<file path="src/rtl/mem_xbar_n.sv">
// Registered single-master crossbar routing load/store accesses to N address regions with
// per-region req/ack handshakes, a BUSY timeout, and sticky first-fault address capture.
module mem_xbar_n #(
  parameter int unsigned             N_REGIONS    = 2,
  parameter int unsigned             AW           = 30,
  parameter int unsigned             DW           = 32,
  parameter int unsigned             MW           = DW / 8,
  parameter logic [N_REGIONS*AW-1:0] REGION_BASE  = {30'h0000_4000, 30'h0000_0000},
  parameter logic [N_REGIONS*AW-1:0] REGION_LIMIT = {30'h0000_4100, 30'h0000_0400},
  parameter int unsigned             TIMEOUT      = 15
) (
  input  logic                    i_clk,
  input  logic                    i_rst,
  input  logic                    i_req,
  input  logic [AW-1:0]           i_addr,
  input  logic [DW-1:0]           i_data,
  input  logic                    i_wren,
  input  logic [MW-1:0]           i_mask,
  output logic                    o_ack,
  output logic                    o_err,
  output logic [DW-1:0]           o_data,
  output logic [N_REGIONS-1:0]    o_s_req,
  output logic [N_REGIONS*AW-1:0] o_s_addr,
  output logic [DW-1:0]           o_s_data,
  output logic [MW-1:0]           o_s_mask,
  output logic [N_REGIONS-1:0]    o_s_wren,
  input  logic [N_REGIONS-1:0]    i_s_ack,
  input  logic [N_REGIONS*DW-1:0] i_s_data,
  output logic                    o_fault_valid,
  output logic [AW-1:0]           o_fault_addr,
  input  logic                    i_fault_clr
);

  localparam int unsigned IW = (N_REGIONS > 1) ? $clog2(N_REGIONS) : 1;
  localparam int unsigned CW = (TIMEOUT > 1) ? $clog2(TIMEOUT + 1) : 1;

  typedef enum logic [1:0] {StIdle, StBusy, StResp} state_e;

  state_e        r_state;
  logic [IW-1:0] r_idx;
  logic [AW-1:0] r_addr;
  logic          r_wren;
  logic [CW-1:0] r_cnt;

  logic                    w_hit;
  logic [IW-1:0]           w_idx;
  logic [N_REGIONS-1:0]    w_onehot;
  logic [N_REGIONS*AW-1:0] w_s_addr;
  logic                    w_ack;
  logic [DW-1:0]           w_sdata;
  logic                    w_timeout;
  logic                    w_fault_set;
  logic [AW-1:0]           w_fault_addr;

  // Lowest matching region wins when regions overlap.
  always_comb begin
    w_hit    = 1'b0;
    w_idx    = '0;
    w_onehot = '0;
    w_s_addr = '0;
    for (int k = 0; k < N_REGIONS; k++) begin
      if (!w_hit && (i_addr >= REGION_BASE[k*AW +: AW]) &&
          (i_addr < REGION_LIMIT[k*AW +: AW])) begin
        w_hit                 = 1'b1;
        w_idx                 = IW'(k);
        w_onehot[k]           = 1'b1;
        w_s_addr[k*AW +: AW]  = i_addr - REGION_BASE[k*AW +: AW];
      end
    end
  end

  always_comb begin
    w_ack        = i_s_ack[r_idx];
    w_sdata      = i_s_data[r_idx*DW +: DW];
    w_timeout    = (TIMEOUT != 0) && (r_cnt == CW'(TIMEOUT));
    w_fault_set  = ((r_state == StIdle) && i_req && !w_hit) ||
                   ((r_state == StBusy) && !w_ack && w_timeout);
    w_fault_addr = (r_state == StIdle) ? i_addr : r_addr;
  end

  always_ff @(posedge i_clk) begin
    if (i_rst) begin
      r_state       <= StIdle;
      r_idx         <= '0;
      r_addr        <= '0;
      r_wren        <= 1'b0;
      r_cnt         <= '0;
      o_ack         <= 1'b0;
      o_err         <= 1'b0;
      o_data        <= '0;
      o_s_req       <= '0;
      o_s_addr      <= '0;
      o_s_data      <= '0;
      o_s_mask      <= '0;
      o_s_wren      <= '0;
      o_fault_valid <= 1'b0;
      o_fault_addr  <= '0;
    end else begin
      // A clear coinciding with a new fault still captures the new fault.
      if (w_fault_set && (!o_fault_valid || i_fault_clr)) begin
        o_fault_valid <= 1'b1;
        o_fault_addr  <= w_fault_addr;
      end else if (i_fault_clr) begin
        o_fault_valid <= 1'b0;
        o_fault_addr  <= '0;
      end

      case (r_state)
        StIdle: begin
          if (i_req) begin
            if (w_hit) begin
              r_state  <= StBusy;
              r_idx    <= w_idx;
              r_addr   <= i_addr;
              r_wren   <= i_wren;
              r_cnt    <= CW'(1);
              o_s_req  <= w_onehot;
              o_s_wren <= i_wren ? w_onehot : '0;
              o_s_addr <= w_s_addr;
              o_s_data <= i_data;
              o_s_mask <= i_mask;
            end else begin
              r_state <= StResp;
              o_ack   <= 1'b1;
              o_err   <= 1'b1;
              o_data  <= '0;
            end
          end
        end
        StBusy: begin
          if (w_ack || w_timeout) begin
            r_state  <= StResp;
            o_ack    <= 1'b1;
            o_err    <= !w_ack;
            o_data   <= (w_ack && !r_wren) ? w_sdata : '0;
            o_s_req  <= '0;
            o_s_wren <= '0;
            o_s_addr <= '0;
          end else begin
            r_cnt <= r_cnt + CW'(1);
          end
        end
        StResp: begin
          r_state <= StIdle;
          o_ack   <= 1'b0;
          o_err   <= 1'b0;
        end
        default: r_state <= StIdle;
      endcase
    end
  end

endmodule

</file>
<file path="config.mk">
export PLATFORM = sky130hd
export DESIGN_NAME = mem_xbar_n
export DESIGN_NICKNAME = d
export VERILOG_FILES = /design/src/rtl/mem_xbar_n.sv
export SDC_FILE = /design/constraint.sdc
export NUM_CORES = 1
export LEC_CHECK = 0
export BUFFER_PORTS_ARGS = -buffer_cell sky130_fd_sc_hd__buf_2
export CORE_UTILIZATION = 52
export CTS_CLUSTER_SIZE = 40
export DETAILED_ROUTE_END_ITERATION = 16
export HOLD_SLACK_MARGIN = 0.12
export PLACE_DENSITY = 0.84
export SYNTH_ARGS = -nofsm -noshare
export SYNTH_HDL_FRONTEND = slang
export SYNTH_SLANG_ARGS = --single-unit
export TNS_END_PERCENT = 5
</file>
<file path="constraint.sdc">
create_clock -name i_clk -period 4.05 [get_ports i_clk]
set_clock_uncertainty 0.2 [all_clocks]
set_input_delay 0.405 -clock i_clk [delete_from_list [all_inputs] [get_ports i_clk]]
set_output_delay 0.405 -clock i_clk [all_outputs]
set_load 0.1 [all_outputs]
</file>
==> flow_summary.yaml, run 1 <==
outcome:
  outcome: "finished clean"
final_layout:
  regArea_um2: 4070
  layout_commonest_cell: "buf_2"
  synthToLayoutAreaGrowth_pct: 45.4
  nets: 1311
  drive_above_1_share_pct: 30.7
  fillCellCount: 879
  fin_util_pct: 77.9
  multi_input_area_um2: 3400
  n_antenna_cell: 0
  layout_common_cells: "buf_2, dfxtp_1, dlygate4sd3_1, nand2_1, mux2i_1"
  layoutNonFillerInstCount: 1368
power_and_ir_drop:
  ir_drop_uv: 446
  power_leakage_nw: 5.11
  p_per_area_nw_per_um2: 395
die:
  die_x_um: 125
  start_util_pct: 53.6
  dieArea_um2: 15500
  io_pins: 302
  core_area_um2: 14600
  die_height_um: 125
  rows: 44
yosys:
  netlist_instances: 780
  synth_warnings: 0
  ys_async_sr_fraction_pct: 0
  synth.cell_area_um2: 7820
  muxShareOfSynthArea_pct: 8.07
  avgSynthCellArea_um2: 10.0
  synth_fa_ha_area_share_pct: 0.640
  syn_nets: 921
  ys.flop_type: "dfxtp_1"
  synth-compound-area-share_pct: 20.4
  yosys.cell_types.count: 54
  synth_xor_xnor_area_share_pct: 0.224
  seq_area_frac_synth_pct: 52.0
  ys_seq_elements: 203
  synth_top_family_by_area: "compound AO/OA/AOI/OAI gates"
  synth-simple-area-share_pct: 13.9
  synth-edff-count: 0
worst_setup_path:
  required_ns: 4.26
  cp_slowest_cell: "a21o_2"
  cpLargestDelayFamily: "compound AO/OA/AOI/OAI gates"
  worstPathMaxFanout: 63
  crit_path_end_kind: "flop"
  crit_path_max_incr_delay_ns: 0.83
  cp-start-kind: "input pin"
  crit_chain: "dlygate4sd3_1, buf_2, inv_1, ha_1, nor3b_1, o22ai_2, o21ai_2, a21o_2, a32o_1"
  worstPathBufferInverterCount: 3
  arrival_ns: 3.29
  worstSetupPathType: "input pin to flop"
routing:
  wl_per_cell_um: 18.8
  via_per_inst: 5.72
  drt_first_pass_iters: 5
  ant_nets: 0
  drt_wl_total_mm: 25.7
  num_vias: 7824
  drc: 0
  drt_iter0_drc: 545
timing:
  final_max_slew_viol_count: 0
  post-route-period-util_pct: 76.0
  grt_setup_unrepaired: "no"
  fmax_mhz: 325
  hold_viol_final: 0
  min_period_ns: 3.08
  setup_tns_ns: 0
  setup_violations: 0
  worst_slew_pin_slew_ns: 1.10
  slew_headroom_pct: 26.6
cts:
  holdBufCountCts: 131
  clk_pin_slew_worst_paths_ns: 0.06
  cts_buffer_depth: 3
  cts_max_level: 1
  post_cts_buffers: 0
  root_buffer: "clkbuf_16"
  cts-resized-gates: 0
  cts_tree: "done"
  numCtsBuffers: 21
  clock_latency_ns: 0.48
  cts.sinks: 203
global_routing:
  grt_usage_pct: 32.2
  grt_max_degree: 75
  antenna_found_initial: 0
  grt_pass1_wl_mm: 40.8
  grt_pass1_vias: 7915
  grt_overflow_total: 0
placed_design:
  post-place-cells: 1199
  numPortBuffers: 301
  gp_congestion: 0.818
  hpwl_mm: 14.4
run:
  maxCapViolations: 0
hold_path:
  holdCritPathClass: "input pin to flop"
registers in the layout, summed over array words and instances, names as in the netlist:
signal	flops
o_s_mask	4
r_addr	30
o_err	1
o_s_req	2
o_s_data	32
o_s_addr	60
r_idx	1
r_state	2
o_fault_valid	1
r_cnt	4
r_wren	1
o_fault_addr	30
o_data	32
o_ack	1
o_s_wren	2
stage by stage:
stage	setup WS [ns]	total power [mW]	instance area, um^2	hold slack (ns)
floorplan	1.71	2.31	7820	0.231
global placement	1.15	2.43	9320	0.239
detailed placement	1.08	2.43	9320	0.241
CTS	1.05	4.48	11300	0.200
global route	0.777	4.62	11400	0.257
finish	0.972	4.49	11400	0.218
cells by family after synthesis:
logic type / count (synthesis)
compound gates: 215
xor+xnor: 2
flops: 203
mux: 63
fa+ha+maj: 4
buf+inv: 82
simple gates: 211
power breakdown:
group	total (mW)	leakage (nW)	internal [mW]	switching, mW
registers	2.02	1.64	2.01	0.00813
clock network	1.98	0.354	1.20	0.782
logic	0.485	3.12	0.189	0.296
total	4.49	5.11	3.40	1.09
synthesized netlist by cell type, types with 2 or more instances:
library cell | instances | area (um^2)
or4_1 | 2 | 15.0
a31o_1 | 2 | 17.5
clkbuf_1 | 53 | 199
o21ai_0 | 31 | 155
nand3_1 | 5 | 25.0
o41ai_1 | 31 | 272
a32o_1 | 40 | 400
nand4_1 | 2 | 12.5
nor2b_1 | 2 | 12.5
buf_4 | 4 | 30.0
nor2_1 | 6 | 22.5
o2bb2ai_1 | 32 | 280
dfxtp_1 | 203 | 4060
and3_1 | 36 | 225
nor3_1 | 2 | 10.0
a21oi_1 | 59 | 295
nand2_1 | 112 | 420
ha_1 | 4 | 50.1
o211ai_1 | 2 | 15.0
nor4_1 | 4 | 25.0
nand2b_1 | 2 | 12.5
inv_1 | 4 | 15.0
o22ai_1 | 2 | 12.5
nor3b_1 | 31 | 233
buf_6 | 5 | 56.3
mux2i_1 | 63 | 631
buf_2 | 14 | 70.1
worst min-delay path: cells and delay by family:
kind | cells | cell delay [ns]
AO/OA/AOI/OAI | 1 | 0.09
AND/OR/NAND/NOR | 3 | 0.25
buffers and inverters | 1 | 0.12
per-layer routing:
layer	part of all wire, %	global-route usage, %	vias to the layer above
li1	-	-	3647
met1	39	36.6	3682
met2	48	54.9	389
met3	8.2	8.68	106
met4	4.9	16.7	0
met5	0	0	-
area by class of cell:
type	instances	area share, %
sequential	203	35.8
multi-input combinational	495	30.0
timing repair buffer	444	25.8
clock buffer	27	5.09
tap	184	2.03
clock inverter	10	1.17
inverter	5	0.165
worst paths after layout:
kind              startpoint            to  slack (ns)  depth (start not counted)
setup / recovery  i_addr[15]  o_s_addr[36]        0.97                          9
hold / removal         i_req    r_state[1]        0.22                          5
setup reg to reg  r_state[1]   o_s_data[9]        1.28                          6
hold reg to reg       r_wren        r_wren        0.25                          2
(Power assumes the default switching activity.)
==> run 2, diff against run 1 <==
--- a/config.mk
+++ b/config.mk
@@ -5,12 +5,13 @@
 export SDC_FILE = /design/constraint.sdc
 export NUM_CORES = 1
 export LEC_CHECK = 0
+export ABC_AREA = 1
 export BUFFER_PORTS_ARGS = -buffer_cell sky130_fd_sc_hd__buf_2
-export CORE_UTILIZATION = 52
+export CORE_UTILIZATION = 44
 export CTS_CLUSTER_SIZE = 40
 export DETAILED_ROUTE_END_ITERATION = 16
 export HOLD_SLACK_MARGIN = 0.12
-export PLACE_DENSITY = 0.84
+export PLACE_DENSITY = 0.76
 export SYNTH_ARGS = -nofsm -noshare
 export SYNTH_HDL_FRONTEND = slang
 export SYNTH_SLANG_ARGS = --single-unit
==> constraint.sdc (replaced) <==
create_clock -name i_clk -period 2.7 [get_ports i_clk]
set_clock_uncertainty 0.2 [all_clocks]
set_input_delay 0.27 -clock i_clk [delete_from_list [all_inputs] [get_ports i_clk]]
set_output_delay 0.27 -clock i_clk [all_outputs]
set_load 0.1 [all_outputs]
==> flow_summary.yaml, run 2 <==
outcome:
  outcome: "finished clean"
final_layout:
  drive_above_1_share_pct: 27.2
  layout_commonest_cell: "buf_2"
  reg.largest.list: "o_s_addr x60, o_data x32, o_s_data x32"
  largest_reg_flops: 60
  layout_common_cells: "buf_2, dfxtp_1, nand2_1, a21oi_1, nor2_1"
  regMostFlops: "o_s_addr"
  fin_util_pct: 66.3
  n_antenna_cell: 0
  nets: 1581
  layoutNonFillerInstCount: 1679
  synthToLayoutAreaGrowth_pct: 46.1
placed_design:
  gp_congestion: 0.827
  hpwl_mm: 15.5
  post-place-cells: 1510
  numPortBuffers: 301
  pre_cts_ws_ns: 0.354
cts:
  post_cts_buffers: 0
  root_buffer: "clkbuf_16"
  numCtsBuffers: 22
  clock_latency_ns: 0.50
  cts_buffer_depth: 3
  cts.sinks: 203
  cts_max_level: 1
  clk_pin_slew_worst_paths_ns: 0.06
  cts_tree: "done"
timing:
  post-route-period-util_pct: 91.1
  worst_slew_pin_slew_ns: 0.671
  setup_slack_ns: 0.240
  fmax_mhz: 406
  final_max_slew_viol_count: 0
  min_period_ns: 2.46
  grt_setup_unrepaired: "no"
  hold_viol_final: 0
  slew_headroom_pct: 55.3
  setup_tns_ns: 0
  setup_violations: 0
global_routing:
  grt_pass1_wl_mm: 40.2
  antenna_found_initial: 0
  grt_max_degree: 146
  grt_pass1_vias: 7871
  grt_usage_pct: 27.1
  grt_overflow_total: 0
routing:
  num_vias: 8480
  drt_wl_total_mm: 25.9
  drt_iter0_drc: 574
  drc: 0
  drt_first_pass_iters: 5
  via_per_inst: 5.05
  ant_nets: 0
  wl_per_cell_um: 15.4
worst_setup_path:
  worstSetupPathType: "flop to flop"
  cp_slowest_cell: "dlygate4sd3_1"
  worstPathMaxFanout: 14
  crit_path_end_kind: "flop"
  crit_path_max_incr_delay_ns: 0.65
  crit_top_cell: "a21oi_1"
  cpLargestDelayFamily: "buffers and inverters"
  worstPathBufferInverterCount: 2
  cp-start-kind: "flop"
  crit_chain: "nand2_1, nor3_4, inv_2, a21oi_1, dlygate4sd3_1, a21oi_1, nor2_1"
  arrival_ns: 2.69
  required_ns: 2.93
yosys:
  synth_warnings: 0
  synth-edff-count: 0
  yosys.cell_types.count: 31
  synth_common_cells: "dfxtp_1, nand2_1, a21oi_1, nor2_1, nand3_1"
  yosysTopAreaCell: "dfxtp_1"
  ys_async_sr_fraction_pct: 0
  seq_area_frac_synth_pct: 51.2
  synth.cell_area_um2: 7930
  ys.flop_type: "dfxtp_1"
  synthDominantCellAreaShare_pct: 51.2
  avgSynthCellArea_um2: 7.65
  yosys-top-cells-area: "dfxtp_1, a21oi_1, nand2_1, nor2_1, nand3_1"
  ys_seq_elements: 203
  netlist_instances: 1037
  post-synth-top-count-cell: "dfxtp_1"
  syn_nets: 1178
die:
  rows: 48
  core_area_um2: 17500
  start_util_pct: 45.4
  dieArea_um2: 18600
  die_x_um: 136
  io_pins: 302
  die_height_um: 136
power_and_ir_drop:
  p_per_area_nw_per_um2: 604
  power_leakage_nw: 5.24
  ir_drop_uv: 467
  p_total_mw: 7.00
hold_path:
  holdCritPathClass: "input pin to flop"
run:
  maxCapViolations: 0
-- run 2: cell types whose count changed in the layout (fill, tap and decap cells not counted), sizes merged, moves of 17 or more --
cell / before / now
a21oi: 60 / 141
o41ai: 31 / 0
mux2i: 63 / 0
o2bb2ai: 32 / 0
nor3b: 32 / 0
o21ai: 33 / 89
a32o: 40 / 0
inv: 6 / 56
and3: 36 / 0
or2: 1 / 18
nand3: 5 / 87
nand2: 112 / 186
nor2: 6 / 140
-- run 2: timing repair --
| action | CTS | global route |
|---|---|---|
| gates resized for setup | 0 | 0 |
| hold endpoints to repair | 147 | 0 |
| hold buffers | 131 | 0 |
-- run 2: cell type report --
cell class              count  area (um^2)
fillers                  1392         5880
well taps                 225          282
repair buffers            453         3030
multi-input cells         704         3310
inverters                  56          213
clock buffers              31          636
clock inverters             7         62.6
flip-flops and latches    203         4060
-- run 2: cells by family (layout without fill, tap and decap cells) --
logic type / Yosys count / after routing / share of synthesized area (%)
compound gates: 250 / 250 / 16.5
flops: 203 / 203 / 51.2
fa+ha+maj: 4 / 4 / 0.631
buf+inv: 130 / 547 / 7.16
simple gates: 450 / 450 / 24.5
-- run 2: routing by layer --
layer | global-route usage [%] | vias to the layer above | part of all wire, %
met3 | 5.67 | 85 | 7.6
li1 | - | 4211 | -
met4 | 10.7 | 0 | 3.6
met1 | 33.9 | 3831 | 40
met5 | 0 | - | 0
met2 | 45.5 | 353 | 48
-- run 2: per-stage QoR --
stage | hold WS [ns] | cell area, um^2
3_3_place_gp | 0.222 | 9580
6_report | 0.132 | 11600
5_1_grt | 0.150 | 11600
2_1_floorplan | 0.205 | 7930
3_5_place_dp | 0.225 | 9580
4_1_cts | 0.122 | 11600
-- run 2: power by group --
part | leakage [nW] | switching [mW] | internal, mW
Sequential | 1.64 | 0.0255 | 3.04
Clock | 0.345 | 1.20 | 1.73
Combinational | 3.26 | 0.676 | 0.323
Total | 5.24 | 1.90 | 5.09
-- run 2: worst reg2reg max path, stage by stage, from the launching register on --
cell and delay (ns):
dfxtp_1 0.42, nand2_1 0.19, nor3_4 0.29, inv_2 0.19, a21oi_1 0.32, dlygate4sd3_1 0.65, a21oi_1 0.06, nor2_1 0.09
-- run 2: worst paths after layout --
kind                startpoint           end  slack [ns]  depth (start not counted)
setup / recovery    r_state[0]     o_data[3]        0.24                          7
hold / removal           i_req        r_wren        0.13                          5
setup reg to reg    r_state[0]     o_data[3]        0.24                          7
hold reg to reg   o_s_addr[16]  o_s_addr[16]        0.23                          2
